[src/rtl/cpu_pkg.sv]
// ---------------------------------------------------------------------------
// cpu_pkg
// Shared definitions for the MIPS CPU run/halt supervisor.
//   run_state_t         : supervisor states (reset sequencing, running,
//                         ended by halt/stall, ended by timeout)
//   INSTR_W             : instruction word width
//   HALT_WORD_DEFAULT   : encoding of "beq $0,$0,-1", the spin-in-place halt
// ---------------------------------------------------------------------------
package cpu_pkg;

  localparam int INSTR_W = 32;

  localparam logic [INSTR_W-1:0] HALT_WORD_DEFAULT = 32'h1000FFFF;

  typedef enum logic [1:0] {
    S_RST_SEQ = 2'd0,
    S_RUN     = 2'd1,
    S_DONE    = 2'd2,
    S_TIMEOUT = 2'd3
  } run_state_t;

endpackage

[src/rtl/pc_stall_detector.sv]
// ---------------------------------------------------------------------------
// pc_stall_detector
// Watches the CPU fetch PC and flags a program that has stopped advancing.
// Ports:
//   clk      in   system clock, rising edge
//   rst      in   asynchronous active-low reset
//   enable   in   high while the CPU is running; low clears the history
//   pc       in   current fetch PC
//   stalled  out  high in the cycle where the PC has been unchanged for
//                 STALL_CYCLES consecutive cycles (STALL_CYCLES-1 earlier
//                 matches plus a match this cycle)
// ---------------------------------------------------------------------------
module pc_stall_detector #(
  parameter int PC_W         = 32,
  parameter int STALL_CYCLES = 4
) (
  input  logic            clk,
  input  logic            rst,
  input  logic            enable,
  input  logic [PC_W-1:0] pc,
  output logic            stalled
);

  localparam int SC_W = $clog2(STALL_CYCLES);
  localparam logic [SC_W-1:0] SC_LAST = SC_W'(STALL_CYCLES - 1);

  logic [PC_W-1:0] prev_pc;
  logic            prev_valid;
  logic [SC_W-1:0] stall_cnt;
  logic            same_pc;

  // A match needs a previous sample taken while enabled, so the very first
  // enabled cycle can never look like a repeat of stale history.
  assign same_pc = enable && prev_valid && (pc == prev_pc);
  assign stalled = same_pc && (stall_cnt == SC_LAST);

  // Keep one cycle of PC history and count how many consecutive cycles it
  // repeated. Any change of PC, or dropping enable, restarts the count. The
  // counter saturates because the supervisor leaves RUN as soon as it fires.
  always_ff @(posedge clk or negedge rst) begin
    if (!rst) begin
      prev_pc    <= '0;
      prev_valid <= 1'b0;
      stall_cnt  <= '0;
    end else begin
      prev_pc    <= pc;
      prev_valid <= enable;
      if (!same_pc) begin
        stall_cnt <= '0;
      end else if (stall_cnt != SC_LAST) begin
        stall_cnt <= stall_cnt + 1'b1;
      end
    end
  end

endmodule

[src/rtl/cpu_run_controller.sv]
// ---------------------------------------------------------------------------
// cpu_run_controller
// Run/halt supervisor for the MIPS CPU: holds the CPU in reset for a fixed
// number of cycles, lets it run while counting cycles, and ends the run on a
// halt instruction, a stalled PC, or a timeout.
// Ports:
//   clk        in   system clock, rising edge
//   rst        in   asynchronous active-low reset
//   start      in   single-cycle pulse, restarts a run (ignored while the
//                   reset sequence is in progress)
//   pc         in   current CPU fetch PC
//   instr      in   instruction word at pc
//   cpu_rst    out  active-high reset to the CPU
//   running    out  high while the CPU is running
//   done       out  sticky, run ended by halt instruction or stalled PC
//   timed_out  out  sticky, run ended by timeout
//   cycles     out  run cycles elapsed in the current or last run
//   halt_pc    out  PC captured when the last run ended
// ---------------------------------------------------------------------------
module cpu_run_controller
  import cpu_pkg::*;
#(
  parameter int                 PC_W         = 32,
  parameter int                 CNT_W        = 32,
  parameter int                 RST_CYCLES   = 2,
  parameter int                 TIMEOUT      = 500,
  parameter int                 STALL_CYCLES = 4,
  parameter logic [INSTR_W-1:0] HALT_WORD    = HALT_WORD_DEFAULT
) (
  input  logic               clk,
  input  logic               rst,
  input  logic               start,
  input  logic [PC_W-1:0]    pc,
  input  logic [INSTR_W-1:0] instr,
  output logic               cpu_rst,
  output logic               running,
  output logic               done,
  output logic               timed_out,
  output logic [CNT_W-1:0]   cycles,
  output logic [PC_W-1:0]    halt_pc
);

  localparam int RST_W = $clog2(RST_CYCLES + 1);
  localparam logic [RST_W-1:0] RST_LAST = RST_W'(RST_CYCLES - 1);
  localparam logic [CNT_W-1:0] CYC_LAST = CNT_W'(TIMEOUT - 1);

  run_state_t       state;
  logic [RST_W-1:0] rst_cnt;
  logic             in_run;
  logic             halt_hit;
  logic             stalled;

  // Instruction and PC checks only mean anything while the CPU is running;
  // qualifying by state keeps garbage on instr during reset harmless.
  assign in_run   = (state == S_RUN);
  assign halt_hit = in_run && (instr == HALT_WORD);

  pc_stall_detector #(
    .PC_W        (PC_W),
    .STALL_CYCLES(STALL_CYCLES)
  ) u_stall (
    .clk    (clk),
    .rst    (rst),
    .enable (in_run),
    .pc     (pc),
    .stalled(stalled)
  );

  // Supervisor FSM with all outputs registered. A restart request wins over
  // everything else once the reset sequence is over; within RUN a halt or
  // stall wins over a timeout landing in the same cycle. When a run ends the
  // cycle count is left at the value of the final cycle rather than bumped,
  // so it reads the same as it did when the end condition was seen.
  always_ff @(posedge clk or negedge rst) begin
    if (!rst) begin
      state     <= S_RST_SEQ;
      rst_cnt   <= '0;
      cpu_rst   <= 1'b1;
      running   <= 1'b0;
      done      <= 1'b0;
      timed_out <= 1'b0;
      cycles    <= '0;
      halt_pc   <= '0;
    end else if (start && (state != S_RST_SEQ)) begin
      state     <= S_RST_SEQ;
      rst_cnt   <= '0;
      cpu_rst   <= 1'b1;
      running   <= 1'b0;
      done      <= 1'b0;
      timed_out <= 1'b0;
      cycles    <= '0;
    end else begin
      case (state)
        S_RST_SEQ: begin
          if (rst_cnt == RST_LAST) begin
            state   <= S_RUN;
            rst_cnt <= '0;
            cpu_rst <= 1'b0;
            running <= 1'b1;
          end else begin
            rst_cnt <= rst_cnt + 1'b1;
          end
        end
        S_RUN: begin
          if (halt_hit || stalled) begin
            state   <= S_DONE;
            running <= 1'b0;
            done    <= 1'b1;
            halt_pc <= pc;
          end else if (cycles == CYC_LAST) begin
            state     <= S_TIMEOUT;
            running   <= 1'b0;
            timed_out <= 1'b1;
            halt_pc   <= pc;
          end else begin
            cycles <= cycles + 1'b1;
          end
        end
        S_DONE, S_TIMEOUT: begin
          state <= state;
        end
        default: begin
          state <= S_RST_SEQ;
        end
      endcase
    end
  end

endmodule

[config.mk]
export PLATFORM = sky130hd
export DESIGN_NAME = cpu_run_controller
export DESIGN_NICKNAME = d
export VERILOG_FILES = /design/src/rtl/cpu_pkg.sv /design/src/rtl/pc_stall_detector.sv /design/src/rtl/cpu_run_controller.sv
export SDC_FILE = /design/constraint.sdc
export NUM_CORES = 1
export LEC_CHECK = 0
export CORE_UTILIZATION = 24
export CTS_CLUSTER_DIAMETER = 30
export DETAILED_ROUTE_END_ITERATION = 8
export GPL_TIMING_DRIVEN = 0
export HOLD_SLACK_MARGIN = 0.05
export SKIP_LAST_GASP = 1
export SYNTH_ARGS = -nofsm -noshare
export SYNTH_HDL_FRONTEND = slang
export SYNTH_SLANG_ARGS = --single-unit
[constraint.sdc]
create_clock -name clk -period 2.75 [get_ports clk]
set_input_delay 0.55 -clock clk [delete_from_list [all_inputs] [get_ports clk]]
set_output_delay 0.55 -clock clk [all_outputs]
set_load 0.02 [all_outputs]
# After elaboration in Yosys (flattened, before gate mapping)
# Index checks and enable logic that the tools add are counted.
# totals
out_inout_bits	68
reg_bits	107
# op_classes
add_sub_neg	3
bitwise_logic	1
n_mux	31
n_reduce_logical	23
eq_ne	15
# op_table
cell	n
32-bit 2-to-1 mux	6
32-bit by 1-bit adder with 32-bit output (second input constant)	1
32-bit by 29-bit == test with 1-bit output (second input constant)	1
32-bit == test	1
32-bit by 9-bit == test with 1-bit output (second input constant)	1
2-bit 2-to-1 mux	9
3-bit AND reduction	5
1-bit 2-to-1 mux	14
2-bit nonzero test	7
2-bit != test (second input constant)	5
2-bit == test (second input constant)	3
1-bit logical AND	5
2-bit by 1-bit adder with 2-bit output (second input constant)	2
2-bit by 1-bit == test with 1-bit output (second input constant)	2
4-bit by 1-bit != test with 1-bit output (second input constant)	1
2-bit one-hot mux with 2 select lines	1
2-bit AND reduction	2
3-bit != test (second input constant)	1
3-bit nonzero test	1
2-bit logical NOT	1
1-bit one-hot mux with 2 select lines	1
2-bit OR reduction	1
1-bit logical OR	1
1-bit inverter	1

# Longest topological paths before layout
# Gate-level depths: netlist of run 1.
# logic_depth
ltp_word	8
mapped_depth	10
mapped_depth_nobuf	8

# Hierarchy
# A second synthesis of run 1 with hierarchy kept.
# unflattened
hier_cells	425
hier_area_um2	5016.1
# by_module_without_submodules
mod	area_each_um2	n_inst	cells_per_inst	seq_area_each_um2
cpu_run_controller	3721.1	1	336	1803.0
pc_stall_detector	1295.0	1	89	875.8

# Least setup slack after synthesis of run 1
# Ideal clock, no wire load.
# synth_timing
path_kind	input -> register
start	input instr[24]
end	register halt_pc[11]
required_time_ns	2.625
setup_slack_ns	-0.534
arrival_ns	3.159
path_buffers	2
path_stages	9
setup_ns	0.125
path_cell_list	or4b_1 or4_1 or4_1 nand2_2 nor2_2 or3_1 buf_6 buf_12 mux2_4
# synth_between
elab_chain_cells	5
# synth_rtl
element	line_no	source
from (decl)	cpu_run_controller.sv:34	input logic [INSTR_W-1:0] instr,
32-bit by 29-bit == test with 1-bit output *	cpu_run_controller.sv:56	assign halt_hit = in_run && (instr == HALT_WORD);
1-bit logical AND *	cpu_run_controller.sv:56	
1-bit logical OR *	cpu_run_controller.sv:105	if (halt_hit || stalled) begin
2-bit nonzero test (no source line)	n/a	
3-bit AND reduction (no source line)	n/a	
to (signal assigned)	cpu_run_controller.sv:109	halt_pc <= pc;
to (signal assigned)	cpu_run_controller.sv:114	halt_pc <= pc;
to (decl)	cpu_run_controller.sv:40	output logic [PC_W-1:0] halt_pc
# Mark *: on every way between the ends. The rest lies on a longest branch, timed or not.
# A chain may end at the register's enable or synchronous reset.

# Worst setup path in the final report of run 1
# layout_timing
start	input instr[31]
end	register halt_pc[26]
# Same word-level chain as after synthesis.

==> results of run 1 <==
## final cells by class
cell class	count	area, µm²	share of cell area (%)
clock buffer	9	225	2.90
multi-input combinational	299	2470	31.8
inverter	14	52.6	0.676
clock inverter	6	57.6	0.740
timing repair buffer	157	1740	22.4
sequential	107	2680	34.5
tap	270	338	4.35
buffer	13	206	2.66
## kinds of logic after synthesis
logic type	Yosys count	synth area share (%)
muxes	38	10.7
DFF	107	53.9
buffers and inverters	27	3.25
AOI/OAI and AO/OA	69	8.34
and+or+nand+nor	157	17.5
xor gates and xnor gates	33	5.82
adders and majority gates	2	0.504
## where the power goes
group,total (mW),switching [mW],internal (mW),leakage (nW)
logic,1.19,0.621,0.572,2.14
registers,1.75,0.0747,1.67,1.37
clock network,1.26,0.625,0.631,0.140
## per-layer routing
| metal | track usage (%) | wire length, µm | vias to the layer above |
|---|---|---|---|
| li1 | - | - | 1897 |
| met1 | 18.9 | 6710 | 2068 |
| met2 | 21.8 | 6730 | 164 |
| met3 | 3.61 | 968 | 23 |
| met4 | 4.00 | 283 | 0 |
| met5 | 0 | 0 | - |
## flip-flops by register name, summed over array words and instances (netlist names)
| signal | count |
|---|---|
| state | 2 |
| u_stall.prev_valid | 1 |
| u_stall.stall_cnt | 2 |
| done | 1 |
| running | 1 |
| cycles | 32 |
| cpu_rst | 1 |
| halt_pc | 32 |
| rst_cnt | 2 |
| timed_out | 1 |
| u_stall.prev_pc | 32 |
## worst max-delay path: stages
cell and delay [ps]:
buf_6 90, or4b_1 510, or4_4 500, or4_4 440
nand2_4 100, nor2_4 40, or3_4 330, buf_12 170
clkbuf_16 160, mux2_4 290
## how the worst max path moves through the flow
stage                       end  slack [ps]  depth (start not counted)
CTS                 halt_pc[14]        -290                         10
finish              halt_pc[26]        -210                         10
global route        halt_pc[27]        -230                         10
global placement      cycles[0]       -3110                          1
floorplan           halt_pc[11]        -340                          9
detailed placement  halt_pc[31]       -1040                         10
## repair_timing
action                     CTS  global route
resized for setup           60            89
setup endpoints to repair   65            64
setup buffers                7             7
pin swaps                   10            15
gates cloned                 6             2
## cells in the final DEF (no fill, tap or decap), types with 14 or more instances in the layout
cell type,instances
mux2_4,29
dlymetal6s2s_1,36
nand2_1,24
nor4_1,25
nand3_1,18
xor2_2,24
inv_1,14
o21ai_0,20
dfrtp_1,106
clkdlybuf4s50_1,91
a21o_1,15
nor2_1,21
==> metrics.txt, run 1 <==
GR Overflow Total=0; crit path launch=instr[31]; hold slack=172 ps; register area share after synthesis=53.9%; Post-synth top flop=dfrtp_1; P&R area growth vs syn=56.5%; YS warnings=0; Worst R2R End=halt_pc[26]; Fin Clk Skew=11.0 ps; power per cell area=540 nW/µm²; Worst EP required=2990 ps; initial drt markers=240; clock sink count=107; failing checks=setup timing; clk root buf=clkbuf_16; Pre-antenna DRT Iters=5; Synth area leaders=dfrtp_1 53%, mux2_4 8.8%, xor2_1 5.3%, nor4_1 3.9%, o21ai_0 3.0%; share of cells above drive strength 1=23.6%; final hold viol count=0; post-route design area=7770 µm²; Final Critical Period=2960 ps; Leakage=3.65 nW; Die ar.=21300 µm²; # port buffers=134; r2r setup slk=70 ps; Netlist Area Pre-Place=4970 µm²; Mapped Cells=433; post-synth top area cell=dfrtp_1; Max Root-Sink Buffers=2; TritonCTS buffer count=9; number of hold buffers added after CTS=0; crit share post-route=107%; fill count=1923; CP Max Fanout=8; global placement routability congestion=0.827; Total Routing Usage GR=13.9%; DIE WIDTH=146 µm; Worst IR Drop VDD=280 µV; Crit Path Class=in -> reg; Critical R2R Launch=cycles[0]; Final Util=38.4%; via count=4152; FFs w/ async S/R, synth=100%; Die Span Y=146 µm; first-pass GRT wire length=23.1 mm; post-route insts no fill=875; Reg clk slew, reported paths=80 ps; status=finished with violations; max-slew violations=0; Final Setup Violations=59; placed inst area=6690 µm²; Post-Place Cells=838; headroom to the max-slew limit=51.1%; I/O pins=135; Final #Nets=670; Synth Net Count=502; row count=52; routed length per placed instance=16.8 µm; post-synth top area share=53.4%; final WL=14.7 mm; post-synthesis register bit count=107; Inserted Diodes=0; Hold Crit Class=in -> async; CTS tree=yes; setup TNS=-6800 ps; Synth top cells by count=106 x dfrtp_1, 31 x nor4_1, 30 x o21ai_0, 30 x xor2_1, 29 x mux2_4; Tot Pwr=4.20 mW; pre-CTS setup slack=-1040 ps; largest net degree at the start of global routing=68; Core ar.=20200 µm²; Mean Syn Cell Area=11.5 µm²; clock latency on the worst-skew pair=350 ps; drt via density=4.75; worst r2r path cells=10; Remaining DRCs=0; initial core utilization=24.6%; CP Data Arrival Time=3200 ps; worst slew pin tran=728 ps; H-tree levels=3; vias in the first global route=4104; critical path endpoint category=register; HPWL after DPL=10.2 mm; initial antenna violation count=0; Critical Path Start Type=input port; Final ANT Viol Nets=0; number of synthesized flops with an enable pin=0; Max-Cap Viols=0; RSZ-0062 raised after global routing=yes; count leader, synth=dfrtp_1; final worst slack=-206 ps; fmax=0.338 GHz; Netlist cell types=46
No activity file was read; power rests on OpenSTA's default activity.
==> run 2: changes to the inputs <==
--- a/config.mk
+++ b/config.mk
@@ -5,11 +5,14 @@
 export SDC_FILE = /design/constraint.sdc
 export NUM_CORES = 1
 export LEC_CHECK = 0
+export CELL_PAD_IN_SITES_DETAIL_PLACEMENT = 1
+export CELL_PAD_IN_SITES_GLOBAL_PLACEMENT = 2
 export CORE_UTILIZATION = 24
 export CTS_CLUSTER_DIAMETER = 30
 export DETAILED_ROUTE_END_ITERATION = 8
 export GPL_TIMING_DRIVEN = 0
 export HOLD_SLACK_MARGIN = 0.05
+export PLACE_DENSITY_LB_ADDON = 0.1
 export SKIP_LAST_GASP = 1
 export SYNTH_ARGS = -nofsm -noshare
 export SYNTH_HDL_FRONTEND = slang
==> metrics.txt, run 2 (synthesis gave the netlist of run 1 again) <==
Reg clk slew, reported paths=90 ps (about the same); status=finished with violations; Switch Pwr=1.42 mW (+7.5%); power per cell area=557 nW/µm² (+3.1%); Leakage=3.56 nW (-2.5%); headroom to the max-slew limit=52.1% (+1.0 points); final WL=16.0 mm (+8.8%); critical path's slowest cell=or4b_1; leading cell types in the layout, fill and taps excluded=106 x dfrtp_1, 92 x clkdlybuf4s50_1, 29 x mux2_4, 24 x nand2_1, 24 x xor2_2; I/O pins=135 (unchanged); Worst IR Drop VDD=282 µV (+0.53%); Worst EP required=2990 ps (about the same); P&R area growth vs syn=57.1%; via count=4153 (+0.024%); row count=52 (unchanged); failing checks=setup timing; HPWL after DPL=11.1 mm (+9.1%); clock power share=30.9% (+1.0 points); Remaining DRCs=0 (unchanged); GR Overflow Total=0 (unchanged); initial drt markers=120 (-50%); Worst R2R End=halt_pc[29]; commonest non-fill, non-tap cell in the layout=dfrtp_1; largest net degree at the start of global routing=70 (+2.9%); critical path endpoint category=register; hold slack=115 ps (-56.9 ps); first-pass GRT wire length=25.4 mm (+10%); switching share of total power=32.7% (+1.2 points); Critical R2R Launch=cycles[0]; CTS tree=yes; routed length per placed instance=18.2 µm (+8.5%); Final Setup Violations=52 (-12%); worst slew pin tran=713 ps (-15.2 ps); Fin Clk Skew=13.8 ps (+2.81 ps); CP Data Arrival Time=3280 ps (+80 ps); worst r2r path cells=11 (+1); Inserted Diodes=0 (unchanged); drt via density=4.74 (-0.20%); crit share post-route=110% (+3.0 points); critical path cell sequence=buf_6 > or4b_1 > or4_4 > or4_4 > nand2_4 > nor2_4 > or3_4 > buf_12 > buf_12 > buf_16 > mux2_4; Die Span Y=146 µm (unchanged); Die ar.=21300 µm² (unchanged); initial antenna violation count=0 (unchanged); Seq pwr share=40.2% (-1.5 points); fill count=2156 (+12%); fmax=0.329 GHz (-2.7%); global placement routability congestion=0.723 (-13%); Total Routing Usage GR=15.4% (+1.5 points); vias in the first global route=4420 (+7.7%); final hold viol count=0 (unchanged); Crit Path Class=in -> reg; r2r setup slk=-110 ps (-180 ps); CP Max Fanout=7 (-1); Hold Crit Class=in -> async; Final Critical Period=3040 ps (+82.4 ps); TritonCTS buffer count=9 (unchanged); Top Registers=cycles x32, halt_pc x32, u_stall.prev_pc x32; clock latency on the worst-skew pair=360 ps (about the same); RSZ-0062 raised after global routing=yes; Pre-antenna DRT Iters=4 (-1); Critical Path Start Type=input port; Tot Pwr=4.34 mW (+3.5%); Core ar.=20200 µm² (unchanged); combinational share of power=28.9% (+0.5 points); Power Internal=2.93 mW (+1.7%); clock sink count=107 (unchanged); CP max stage delay=500 ps (about the same); Max-Cap Viols=0 (unchanged); max-slew violations=0 (unchanged); share of cells above drive strength 1=24.7% (+1.1 points); DIE WIDTH=146 µm (unchanged); initial core utilization=24.6% (unchanged); # port buffers=134 (unchanged); clk root buf=clkbuf_16; final worst slack=-288 ps (-82.4 ps); Max Root-Sink Buffers=2 (unchanged); buffers and inverters on the worst path=4 (+1); H-tree levels=3 (unchanged); Final ANT Viol Nets=0 (unchanged); Final #Nets=671 (+0.15%); CP top delay family=simple AND/OR/NAND/NOR gates
## run 2: changes by cell type in the layout (fill, tap and decap cells not counted), sizes merged
cell | before | now
inv | 17 | 16
buf | 35 | 38
clkdlybuf4s15 | 1 | 0
dlymetal6s2s | 36 | 22
clkdlybuf4s50 | 91 | 92
clkbuf | 14 | 13
clkinvlp | 0 | 2
dlygate4sd2 | 2 | 15
## run 2: routing by layer
metal / global-route usage, % / up-vias / wire length [µm]
met2: 25.8 / 120 / 7880
met1: 20.0 / 2127 / 7140
met4: 3.89 / 0 / 158
met5: 0 / - / 0
met3: 3.42 / 8 / 799
li1: - / 1898 / -
## run 2: how the worst max path moves through the flow
stage | startpoint | to | slack [ps] | cells past startpoint
after CTS | instr[30] | halt_pc[29] | -340 | 11
final | instr[30] | halt_pc[29] | -290 | 11
after global placement | rst | done | -3450 | 1
after floorplan | instr[24] | halt_pc[11] | -340 | 9
after detailed placement | pc[27] | cycles[29] | -1130 | 9
after global routing | instr[30] | halt_pc[22] | -330 | 11
## run 2: power by group through the flow
stage | Clock, mW | Sequential [mW] | Combinational [mW]
2_1_floorplan | 0 | 1.82 | 0.417
3_3_place_gp | 0 | 1.77 | 0.921
3_5_place_dp | 0 | 1.77 | 0.942
4_1_cts | 1.40 | 1.75 | 1.15
5_1_grt | 1.45 | 1.76 | 1.34
6_report | 1.34 | 1.75 | 1.25
## run 2: final cells by class
class | count | area, µm² | share of cell area [%]
Sequential cell | 107 | 2680 | 34.3
Multi-Input combinational cell | 299 | 2490 | 32.0
Timing Repair Buffer | 158 | 1730 | 22.2
Tap cell | 270 | 338 | 4.33
Clock buffer | 9 | 225 | 2.89
Buffer | 13 | 204 | 2.61
Clock inverter | 7 | 83.8 | 1.07
Inverter | 14 | 52.6 | 0.673
## run 2: stage by stage
step	TNS [ps]	worst slack, ps	area (µm²)	std cells	utilization (%)
floorplan	-10560	-344	4990	433	-
global placement	-436170	-3450	6670	837	32.9
detailed placement	-66150	-1130	6700	838	33.1
CTS	-9520	-336	7470	872	36.9
global route	-11490	-330	7810	877	38.6
finish	-7960	-288	7810	877	38.6
## run 2: timing repair
action	CTS	global route
gates resized for setup	79	87
hold buffers	0	0
endpoints found under the setup margin	65	64
pin swaps	15	12
buffers inserted	12	5
cloned	6	1
## run 2: worst register-to-register path, stage by stage (launching register included)
cell,delay (ps)
dfrtp_1,440
ha_2,270
nor4b_1,310
nand3_1,120
or3_4,420
nand2_4,90
nor2_4,40
or3_4,340
buf_12,170
buf_12,130
buf_16,130
mux2_4,290
